### src/rtl/alu_unit.sv
// 16-bit registered ALU: operand A/B source muxes, logic/add/sub/compare ops,
// result and signed-overflow flag registered for write-back.
module alu_unit #(
  parameter int WIDTH = 16
) (
  input  logic             clock,
  input  logic             reset,
  input  logic [WIDTH-1:0] mary,
  input  logic [WIDTH-1:0] sp,
  input  logic [WIDTH-1:0] shelley,
  input  logic [WIDTH-1:0] zext_imm,
  input  logic [WIDTH-1:0] sext_imm,
  input  logic [WIDTH-1:0] sext_ls_imm,
  input  logic             SrcA,
  input  logic [1:0]       SrcB,
  input  logic [2:0]       AluOp,
  output logic [WIDTH-1:0] out,
  output logic             Overflow
);

  typedef enum logic [2:0] {
    OP_AND   = 3'b000,
    OP_OR    = 3'b001,
    OP_ADD   = 3'b010,
    OP_SUB   = 3'b011,
    OP_SLT   = 3'b100,
    OP_SGT   = 3'b101,
    OP_SEQ   = 3'b110,
    OP_PASSB = 3'b111
  } alu_op_e;

  localparam logic [WIDTH-2:0] ZPAD = '0;

  logic [WIDTH-1:0] w_a;
  logic [WIDTH-1:0] w_b;
  logic [WIDTH-1:0] w_sum;
  logic [WIDTH-1:0] w_diff;
  logic [WIDTH-1:0] w_res;
  logic             w_ovf;
  logic [WIDTH-1:0] r_out;
  logic             r_ovf;

  always_comb begin
    w_a = SrcA ? sp : mary;
    unique case (SrcB)
      2'b00:   w_b = shelley;
      2'b01:   w_b = zext_imm;
      2'b10:   w_b = sext_imm;
      default: w_b = sext_ls_imm;
    endcase
  end

  assign w_sum  = w_a + w_b;
  assign w_diff = w_a - w_b;

  // Compares use the native signed relation, so they stay correct even when
  // A-B would overflow.
  always_comb begin
    w_res = '0;
    w_ovf = 1'b0;
    unique case (alu_op_e'(AluOp))
      OP_AND:   w_res = w_a & w_b;
      OP_OR:    w_res = w_a | w_b;
      OP_ADD: begin
        w_res = w_sum;
        w_ovf = (w_a[WIDTH-1] == w_b[WIDTH-1]) && (w_sum[WIDTH-1] != w_a[WIDTH-1]);
      end
      OP_SUB: begin
        w_res = w_diff;
        w_ovf = (w_a[WIDTH-1] != w_b[WIDTH-1]) && (w_diff[WIDTH-1] != w_a[WIDTH-1]);
      end
      OP_SLT:   w_res = {ZPAD, ($signed(w_a) < $signed(w_b))};
      OP_SGT:   w_res = {ZPAD, ($signed(w_a) > $signed(w_b))};
      OP_SEQ:   w_res = {ZPAD, (w_a == w_b)};
      default:  w_res = w_b;
    endcase
  end

  always_ff @(posedge clock) begin
    if (reset) begin
      r_out <= '0;
      r_ovf <= 1'b0;
    end else begin
      r_out <= w_res;
      r_ovf <= w_ovf;
    end
  end

  assign out      = r_out;
  assign Overflow = r_ovf;

endmodule

### config.mk
export PLATFORM = sky130hd
export DESIGN_NAME = alu_unit
export DESIGN_NICKNAME = d
export VERILOG_FILES = /design/src/rtl/alu_unit.sv
export SDC_FILE = /design/constraint.sdc
export NUM_CORES = 1
export LEC_CHECK = 0
export ABC_AREA = 1
export CORE_UTILIZATION = 37
export CTS_CLUSTER_DIAMETER = 100
export DETAILED_ROUTE_END_ITERATION = 8
export GPL_TIMING_DRIVEN = 0
export PLACE_DENSITY = 0.73
export RECOVER_POWER = 50
export SETUP_SLACK_MARGIN = 0.3
export SYNTH_ARGS = -nofsm -noshare
export SYNTH_HDL_FRONTEND = slang
export SYNTH_SLANG_ARGS = --single-unit
### constraint.sdc
create_clock -name clock -period 3.7 [get_ports clock]
set_input_delay 0.555 -clock clock [delete_from_list [all_inputs] [get_ports clock]]
set_output_delay 0.555 -clock clock [all_outputs]
set_load 0.01 [all_outputs]
==> results by group, run 1 <==
Run status
  – Status: completed

Timing
  – Worst Tran Pin Value: 1.16 ns
  – Setup slack after layout: 0.482 ns
  – Fin crit period: 3.22 ns
  – Fmax: 0.311 GHz
  – Tcrit/Tclk final: 87.0%
  – Final Hold Fails: 0
  – Max Slew Vio Count: 0
  – Max-slew headroom: about 22%
  – Final Setup Violations: 0
  – RSZ-0062 raised after global routing: false

Route
  – WL/cell: 16.5 microns
  – Final ANT Viol Nets: 0
  – First-pass DRT Iterations: 5
  – 1st-iter DRT viols: around 300
  – Vias per cell: 5.27
  – Final wirelength: 14.9 mm
  – DR vias: 4765
  – DRC: 0

Synth
  – Seq cells post-synth: 17
  – Post-synth EDFFs: 0
  – Synthesized area per cell: 5.58 sq um
  – Gate Count Post-Synth: 649
  – Syn nets: 802
  – Unique masters post-synth: 37
  – Asr flop ratio synth: 0%
  – Synth warn: 0
  – Main synth FF type: dfxtp_1
  – Cell area after synthesis: approximately 0.0036 sq mm
  – Post-synthesis sequential area ratio: 9.39%

Floorplanning
  – Initial Util: 38.7%
  – Die H: 101 microns
  – Die Wd: 101 microns
  – Die Area: 0.0102 sq mm
  – Num rows: 35
  – Core area: 0.00937 sq mm
  – Io pins: roughly 120

Critical path
  – CP max FO: 10
  – WP data required: 3.89 ns
  – Crit path DAT: 3.40 ns
  – Type of origin of the critical path: primary input
  – Kind of critical path: in -> reg
  – CP Capture Type: register

Power and ir drop
  – Peak VDD IR: 0.0000980 V
  – Clock Power Share: 13.8%
  – Gate power share: a little over two thirds
  – NetSw: 614 uW
  – Switching fraction of total power: 50.0%
  – Reg power frac: 16.6%
  – Int Pwr: 615 uW
  – Leakage: 0.00255 uW
  – Power per cell area: 237 mW/mm^2

Cells and area
  – Commonest cells after routing, fill and taps aside: nand2_1, inv_1, clkdlybuf4s50_1
  – Layout cells sized above 1: 8.26%
  – Final net count: 929
  – Commonest non-fill, non-tap cell in the layout: nand2_1
  – Multi-input logic area: 0.00291 sq mm
  – Register area: 340 sq um
  – Final Instance Area: 0.00519 sq mm
  – Area Growth Syn to Fin: 43.3%
  – # fillers: between 1000 and 1500
  – N_diodes: 0

Clock tree
  – Clock sinks: 17
  – Total number of H-tree levels: 1
  – Worst-path clk slew: ~0.09 ns
  – CTS tree: yes
  – Clock buffer depth: 2
  – Hold_buf cts: 0
  – Clk root buf: clkbuf_8
  – CTS Buf Count: 3

GRT
  – Largest net degree at the start of global routing: 11
  – GRT Util Overall: 29.8%
  – Total grt overflow: 0
  – Vias in the first global route: 4531
  – First-pass GRT wire length: 23.0 mm
  – Initial antenna violation count: 0

Placement
  – Detailed placement HPWL: 11.9 mm
  – Final GP Congestion: ~0.98
  – Pre-CTS setup slack: -1.21 ns
  – Total placed instance area: 0.00496 sq mm
  – PortBufs: ~120

Min path
  – Worst hold path class: in -> reg
  – WHS Path Cells: 2

Run
  – Max_cap viols: 0
cell usage after synthesis (2+ instances only):
library cell | instances | area share (%)
a211oi_1 | 11 | 2.3
a21o_1 | 2 | 0.41
a21oi_1 | 45 | 6.2
a221oi_1 | 2 | 0.48
a31oi_1 | 5 | 0.86
buf_2 | 2 | 0.28
clkbuf_1 | 16 | 1.7
dfxtp_1 | 17 | 9.4
fa_1 | 2 | 1.1
ha_1 | 47 | 16
inv_1 | 102 | 11
inv_2 | 2 | 0.21
nand2_1 | 151 | 16
nand2_2 | 8 | 1.4
nand3_1 | 67 | 9.3
nand3_2 | 2 | 0.55
nand4_1 | 4 | 0.69
nor2_1 | 49 | 5.1
nor2_2 | 2 | 0.35
nor3_1 | 11 | 1.5
nor3_2 | 3 | 0.83
o211ai_1 | 4 | 0.83
o21a_1 | 2 | 0.41
o21ai_0 | 69 | 9.5
o21ai_1 | 8 | 1.1
o21bai_1 | 3 | 0.62
o22ai_1 | 3 | 0.52
through the flow:
stage,hold WS [ns],total power [uW],std cells,TNS [ns],utilization (%)
after floorplan,0.827,702,649,0,-
after global placement,1.03,1000,895,-14.22,52.9
after detailed placement,1.06,1010,895,-15.18,52.9
after CTS,0.763,1210,903,0,54.8
after global routing,0.780,1330,904,0,55.4
final,0.763,1230,904,0,55.4
critical path, cell delays in order:
cell,delay (ns)
buf_2,0.17
clkbuf_1,0.21
o21ai_0,0.19
nand3_1,0.14
o21ai_4,0.10
inv_1,0.08
ha_1,0.24
fa_1,0.45
or2_2,0.29
nand2_1,0.07
nand2_1,0.08
nand2_2,0.11
nand2_1,0.07
nand2_2,0.12
nand2_1,0.10
nand2_1,0.09
nand2_1,0.06
nand3_1,0.07
nand3_1,0.08
nand2_1,0.07
inv_1,0.04
kinds of logic (layout without fill, tap and decap cells):
family                     Yosys count  after routing  synth area share, %
adders and majority gates           49             49                 17.3
DFF                                 17             17                 9.39
and+or+nand+nor                    302            302                 36.2
AOI/OAI and AO/OA                  157            157                 24.0
buffers and inverters              124            250                 13.0
state kept, by name, summed over array words and instances (netlist names):
register,cells
out,16
Overflow,1
layer usage:
metal  up-vias  wire length (microns)  GRT usage (%)
met5         -                      0              0
met4         0                    427           10.1
met3        32                   1080           3.68
met2       235                   7120           54.7
met1      2108                   6320           35.7
li1       2390                      -              -
area by class of cell:
cell class | instances | share of cell area, %
multi-input combinational | 508 | 56.0
timing repair buffer | 122 | 23.2
inverter | 104 | 7.52
sequential | 17 | 6.55
tap | 129 | 3.11
buffer | 20 | 2.77
clock buffer | 3 | 0.795
clock inverter | 1 | 0.0964
repair_timing:
action                     CTS  global route
setup endpoints to repair   17            10
pin swaps                    3             4
gates resized for setup     48            22
buffers inserted             4             1
power by group through the flow:
stage	Combinational [uW]	Clock [uW]	Sequential [uW]
after floorplan	484	0	218
after global placement	793	0	208
after detailed placement	803	0	209
after CTS	835	172	205
after global routing	946	178	205
final	857	169	204
path summary, 6_finish.rpt:
path	startpoint	to	slack [ns]
worst min-delay path	reset	out[3]	0.76
worst max-delay path	SrcB[0]	out[0]	0.48
Note: power is estimated with default switching activity, not from simulation.
==> run 2: changes to the inputs <==
Settings changed: ABC_AREA 1 to not set.
==> run 2 against run 1 <==
Compared with the run above: cell area increased by 4.9%; non-clock buffer count rose by 23; synthesized area is 1.5% lower; sequential power about the same; first-iteration DRC count shrank 2.7%; sequential share of layout area shrank 0.30 points; global-route usage down 4.0 points; highest routed layer unchanged; setup slack worse by 0.19 ns; wire length shrank 9.1%.
==> results by group, run 2 <==
Cells and area
  – Final net count: 731
  – Largest register FFs: 16
  – Non-Filler Instances: 706
  – Util after Layout: 58.7%
  – Commonest non-fill, non-tap cell in the layout: clkdlybuf4s50_1
  – Register area: roughly 340 sq um
  – Multi-input logic area: 0.00322 sq mm
  – Area Growth Syn to Fin: 52.5%
  – N_diodes: 0
  – Layout cells sized above 1: 20.6%
  – Commonest cells after routing, fill and taps aside: clkdlybuf4s50_1, inv_1, ha_1
  – # fillers: 856

Clock tree
  – CTS tree: yes
  – Clock buffer depth: 2
  – Clk root buf: clkbuf_8
  – Total number of H-tree levels: 1
  – Clock sinks: 17
  – Worst-path clk slew: 0.06 ns
  – Hold_buf cts: 0
  – CTS Buf Count: 3

Route
  – Vias per cell: just under 6
  – Final wirelength: ~14 mm
  – 1st-iter DRT viols: between 200 and 300
  – WL/cell: roughly 19 microns
  – First-pass DRT Iterations: 5
  – DR vias: 4168
  – Final ANT Viol Nets: 0
  – DRC: 0

Power and ir drop
  – Power per cell area: 243 mW/mm^2
  – Total power: 1330 uW
  – Leakage: 0.00225 uW
  – Peak VDD IR: 0.000170 V

Timing
  – Setup slack after layout: 0.295 ns
  – RSZ-0062 raised after global routing: true
  – Max-slew headroom: 38.3%
  – Worst Tran Pin Value: approximately 0.9 ns
  – Fmax: 0.294 GHz
  – Max Slew Vio Count: 0
  – Final Setup Violations: 0
  – Final Hold Fails: 0
  – Tcrit/Tclk final: 92.0%
  – Fin crit period: between 3 and 4 ns

GRT
  – GRT Util Overall: about a quarter
  – Vias in the first global route: 3889
  – Largest net degree at the start of global routing: 11
  – Total grt overflow: 0
  – First-pass GRT wire length: approximately 20 mm
  – Initial antenna violation count: 0

Critical path
  – Type of origin of the critical path: primary input
  – Kind of critical path: in -> reg
  – WP data required: 3.79 ns
  – CP max FO: 10
  – Crit path DAT: roughly 3.5 ns
  – CP Capture Type: register

Synth
  – Yosys top cell area share: 16.5%
  – Main synth FF type: dfxtp_1
  – Post-synthesis sequential area ratio: 9.53%
  – Most frequent cell after synthesis: ha_1
  – Unique masters post-synth: 74
  – Synth warn: 0
  – Synth top cells by count: ha_1, inv_1, nor2_1
  – Post-synth EDFFs: 0
  – Asr flop ratio synth: 0%
  – Post-synth top area cell: ha_1
  – Synth top area cells: ha_1, dfxtp_1, mux4_2, mux2_2, inv_1
  – Cell area after synthesis: approximately 0.0036 sq mm
  – Syn nets: 593
  – Seq cells post-synth: 17
  – Synthesized area per cell: 8.12 sq um
  – Gate Count Post-Synth: 440

Floorplanning
  – Initial Util: 38.5%
  – Num rows: 35
  – Core area: 0.00928 sq mm
  – Io pins: 121
  – Die H: 100 microns
  – Die Area: about 0.010 sq mm
  – Die Wd: around 100 microns

Run
  – Max_cap viols: 0

Placement
  – Pre-CTS setup slack: -0.504 ns
  – Final GP Congestion: 0.954
  – PortBufs: 116
  – Detailed placement HPWL: 10.3 mm
  – Placed Cells incl. Taps: 685

Min path
  – Worst hold path class: in -> reg

Run status
  – Status: completed
## run 2: metal layers
layer	up-vias	global-route usage, %	wire length (microns)
li1	1916	-	-
met1	1966	35.3	5800
met2	254	42.3	6220
met3	32	2.72	1210
met4	0	8.58	356
met5	-	0	0
## run 2: kinds of logic after synthesis
group | after synthesis | share of synthesized area [%]
AOI/OAI and AO/OA | 125 | 26.2
and+or+nand+nor | 122 | 17.9
buffers and inverters | 78 | 8.55
adders and majority gates | 49 | 17.6
muxes | 40 | 18.1
DFF | 17 | 9.53
xor gates and xnor gates | 9 | 2.21
## run 2: worst max-delay path, cell delays in order
cell	delay, ns
clkdlybuf4s50_1	0.58
buf_1	0.50
clkbuf_1	0.56
clkbuf_1	0.63
a22oi_1	0.15
o31ai_1	0.51
## run 2: final timing paths
kind | start | end | slack [ns] | cells after the start
max | AluOp[0] | out[7] | 0.30 | 6
min | AluOp[1] | out[15] | 1.05 | 5
## run 2: power by group
group | internal, uW | switching [uW] | total [uW]
combinational | 478 | 508 | 986
clock | 74.6 | 58.9 | 133
sequential | 203 | 3.37 | 206
## run 2: timing repair
action	4_1_cts	5_1_grt
cloned	0	0
endpoints found under the setup margin	12	9
gates resized for setup	35	44
pin swaps	12	25
setup buffers	7	10
## run 2: layout make-up
type                    instances  share of cell area, %
clock inverters                 1                 0.0919
plain buffers                  32                   4.07
inverters                      46                   3.17
flip-flops and latches         17                   6.25
clock buffers                   3                  0.758
well taps                     129                   2.96
multi-input cells             345                   59.0
repair buffers                133                   23.7
## run 2: per-stage QoR
step | cell area (sq um) | hold WS [ns] | TNS, ns
after floorplan | 3610 | 0.739 | 0
after global placement | 4940 | 1.27 | -2.22
after detailed placement | 4940 | 1.26 | -2.40
after CTS | 5160 | 1.00 | 0
after global routing | 5450 | 1.10 | 0
final | 5450 | 1.05 | 0
==> run 3: changes to the inputs <==
Clock period 3.7 ns to 4.4 ns, I/O delays scaled along.
==> run 3 against run 2 <==
Compared with the run above: sequential power fell by 16%; sequential share of layout area rose by 0.58 points; power fell by 26%; setup slack improved by 0.16 ns; die area did not move; first-iteration DRC count rose by 3.1%; global-route usage fell by 0.25 points; clock power fell by 18%; critical path type unchanged; largest cell class unchanged; highest routed layer unchanged.
==> results by group, run 3 (synthesized netlist as in run 2, its figures left out) <==
Floorplanning
  – Io pins: 121
  – Die Area: about 0.01 sq mm
  – Num rows: 35
  – Core area: just over 0.009 sq mm
  – Die H: 100 microns
  – Die Wd: 100 microns
  – Initial Util: between 30% and 40%

Critical path
  – Cell chain of the critical path: clkdlybuf4s50_1, mux4_1, ha_1, buf_1, inv_1, a31oi_1, and4bb_2, o211ai_1, mux2_2, o21ai_0, o21ai_0
  – Cell depth of the worst setup path: 11
  – WP buf/inv: 3
  – CP Capture Type: register
  – Crit path DAT: 4.07 ns
  – Cell family with most CP delay: multiplexers
  – CP max stage cell: mux4_1
  – CP max FO: 8
  – Kind of critical path: in -> reg
  – Critical Path Max Stage Delay: slightly below 0.6 ns
  – Crit path top cell by count: o21ai_0
  – Type of origin of the critical path: primary input
  – WP data required: between 4 and 5 ns

Placement
  – Final GP Congestion: around 0.94
  – Detailed placement HPWL: 10.3 mm
  – Placed Cells incl. Taps: 685
  – Total placed instance area: slightly below 0.005 sq mm
  – PortBufs: 116

Cells and area
  – Commonest cells after routing, fill and taps aside: clkdlybuf4s50_1, ha_1, inv_1
  – # fillers: 907
  – Layout cells sized above 1: 11.2%
  – Util after Layout: 53.7%
  – Largest register FFs: 16
  – Final Instance Area: 0.00498 sq mm
  – Non-Filler Instances: 690
  – Final net count: 715
  – Area Growth Syn to Fin: 39.5%
  – Commonest non-fill, non-tap cell in the layout: clkdlybuf4s50_1
  – N_diodes: 0

Power and ir drop
  – Peak VDD IR: 0.0000969 V
  – Clock Power Share: 11.1%
  – NetSw: 425 uW
  – Int Pwr: 554 uW
  – Power per cell area: 196 mW/mm^2
  – Switching fraction of total power: 43.4%
  – Gate power share: 71.2%
  – Reg power frac: 17.7%
  – Leakage: between 0.002 and 0.0025 uW

Route
  – DRC: 0
  – First-pass DRT Iterations: 5
  – Final wirelength: approximately 13 mm
  – DR vias: a little over 4000
  – WL/cell: 18.7 microns
  – Vias per cell: about 6.0
  – 1st-iter DRT viols: around 300
  – Final ANT Viol Nets: 0

Timing
  – Max-slew headroom: between 50% and 60%
  – Fmax: approximately 0.25 GHz
  – RSZ-0062 raised after global routing: false
  – Max Slew Vio Count: 0
  – Final Setup Violations: 0
  – Fin crit period: just under 4 ns
  – Final Hold Fails: 0
  – Tcrit/Tclk final: 89.6%
  – Worst Tran Pin Value: 0.749 ns

Clock tree
  – CTS Buf Count: 3
  – Clock buffer depth: 2
  – Clk root buf: clkbuf_8
  – Clock sinks: 17
  – Cts repair resizes: 4
  – CTS tree: yes
  – Worst-path clk slew: 0.06 ns
  – Total number of H-tree levels: 1
  – Hold_buf cts: 0
  – Postcts setup bufs: 0

GRT
  – Total grt overflow: 0
  – Vias in the first global route: 3895
  – Largest net degree at the start of global routing: 11
  – First-pass GRT wire length: 20.0 mm
  – Initial antenna violation count: 0
  – GRT Util Overall: between 20% and 30%

Run
  – Max_cap viols: 0

Min path
  – Worst hold path class: in -> reg
  – Hold Crit Endpoint: out[12]
  – WHS Path Cells: 5
  – Min-delay src: AluOp[1]

Run status
  – Status: completed
-- run 3: worst max path at each step --
| stage | start | to | slack (ns) |
|---|---|---|---|
| 6_report | zext_imm[7] | out[14] | 0.46 |
| 5_1_grt | zext_imm[7] | out[14] | 0.31 |
| 4_1_cts | SrcB[0] | out[11] | 0.28 |
| 3_5_place_dp | SrcA | out[11] | -0.37 |
| 3_3_place_gp | SrcA | out[11] | -0.29 |
| 2_1_floorplan | SrcA | out[0] | 0.58 |
-- run 3: layout make-up --
class                           instances  area (sq um)  share of cell area (%)
Tap cell                              129           161                    3.24
Clock buffer                            3          41.3                   0.829
Inverter                               46           173                    3.47
Timing Repair Buffer                  117          1170                    23.5
Sequential cell                        17           340                    6.83
Clock inverter                          1          5.00                   0.100
Buffer                                 32           144                    2.89
Multi-Input combinational cell        345          2950                    59.2
-- run 3: power groups by stage --
stage	clock network [uW]	logic, uW	registers, uW
floorplan	0	425	187
global placement	0	670	177
detailed placement	0	680	177
CTS	111	685	174
global route	118	752	174
finish	109	697	173
-- run 3: metrics by stage --
step	power, uW	hold slack (ns)	TNS, ns	setup slack, ns
final	979	1.16	0	0.456
after global routing	1040	1.24	0	0.310
after CTS	970	1.13	0	0.275
after detailed placement	858	1.38	-1.16	-0.367
after global placement	847	1.38	-1.06	-0.291
after floorplan	612	0.844	0	0.583
-- run 3: per-layer routing --
metal	up-vias	track usage [%]	part of all wire (%)
met3	25	1.81	8.9
met5	-	0	0
met4	0	5.80	1.5
met2	252	42.0	46
li1	1887	-	-
met1	1949	36.4	44
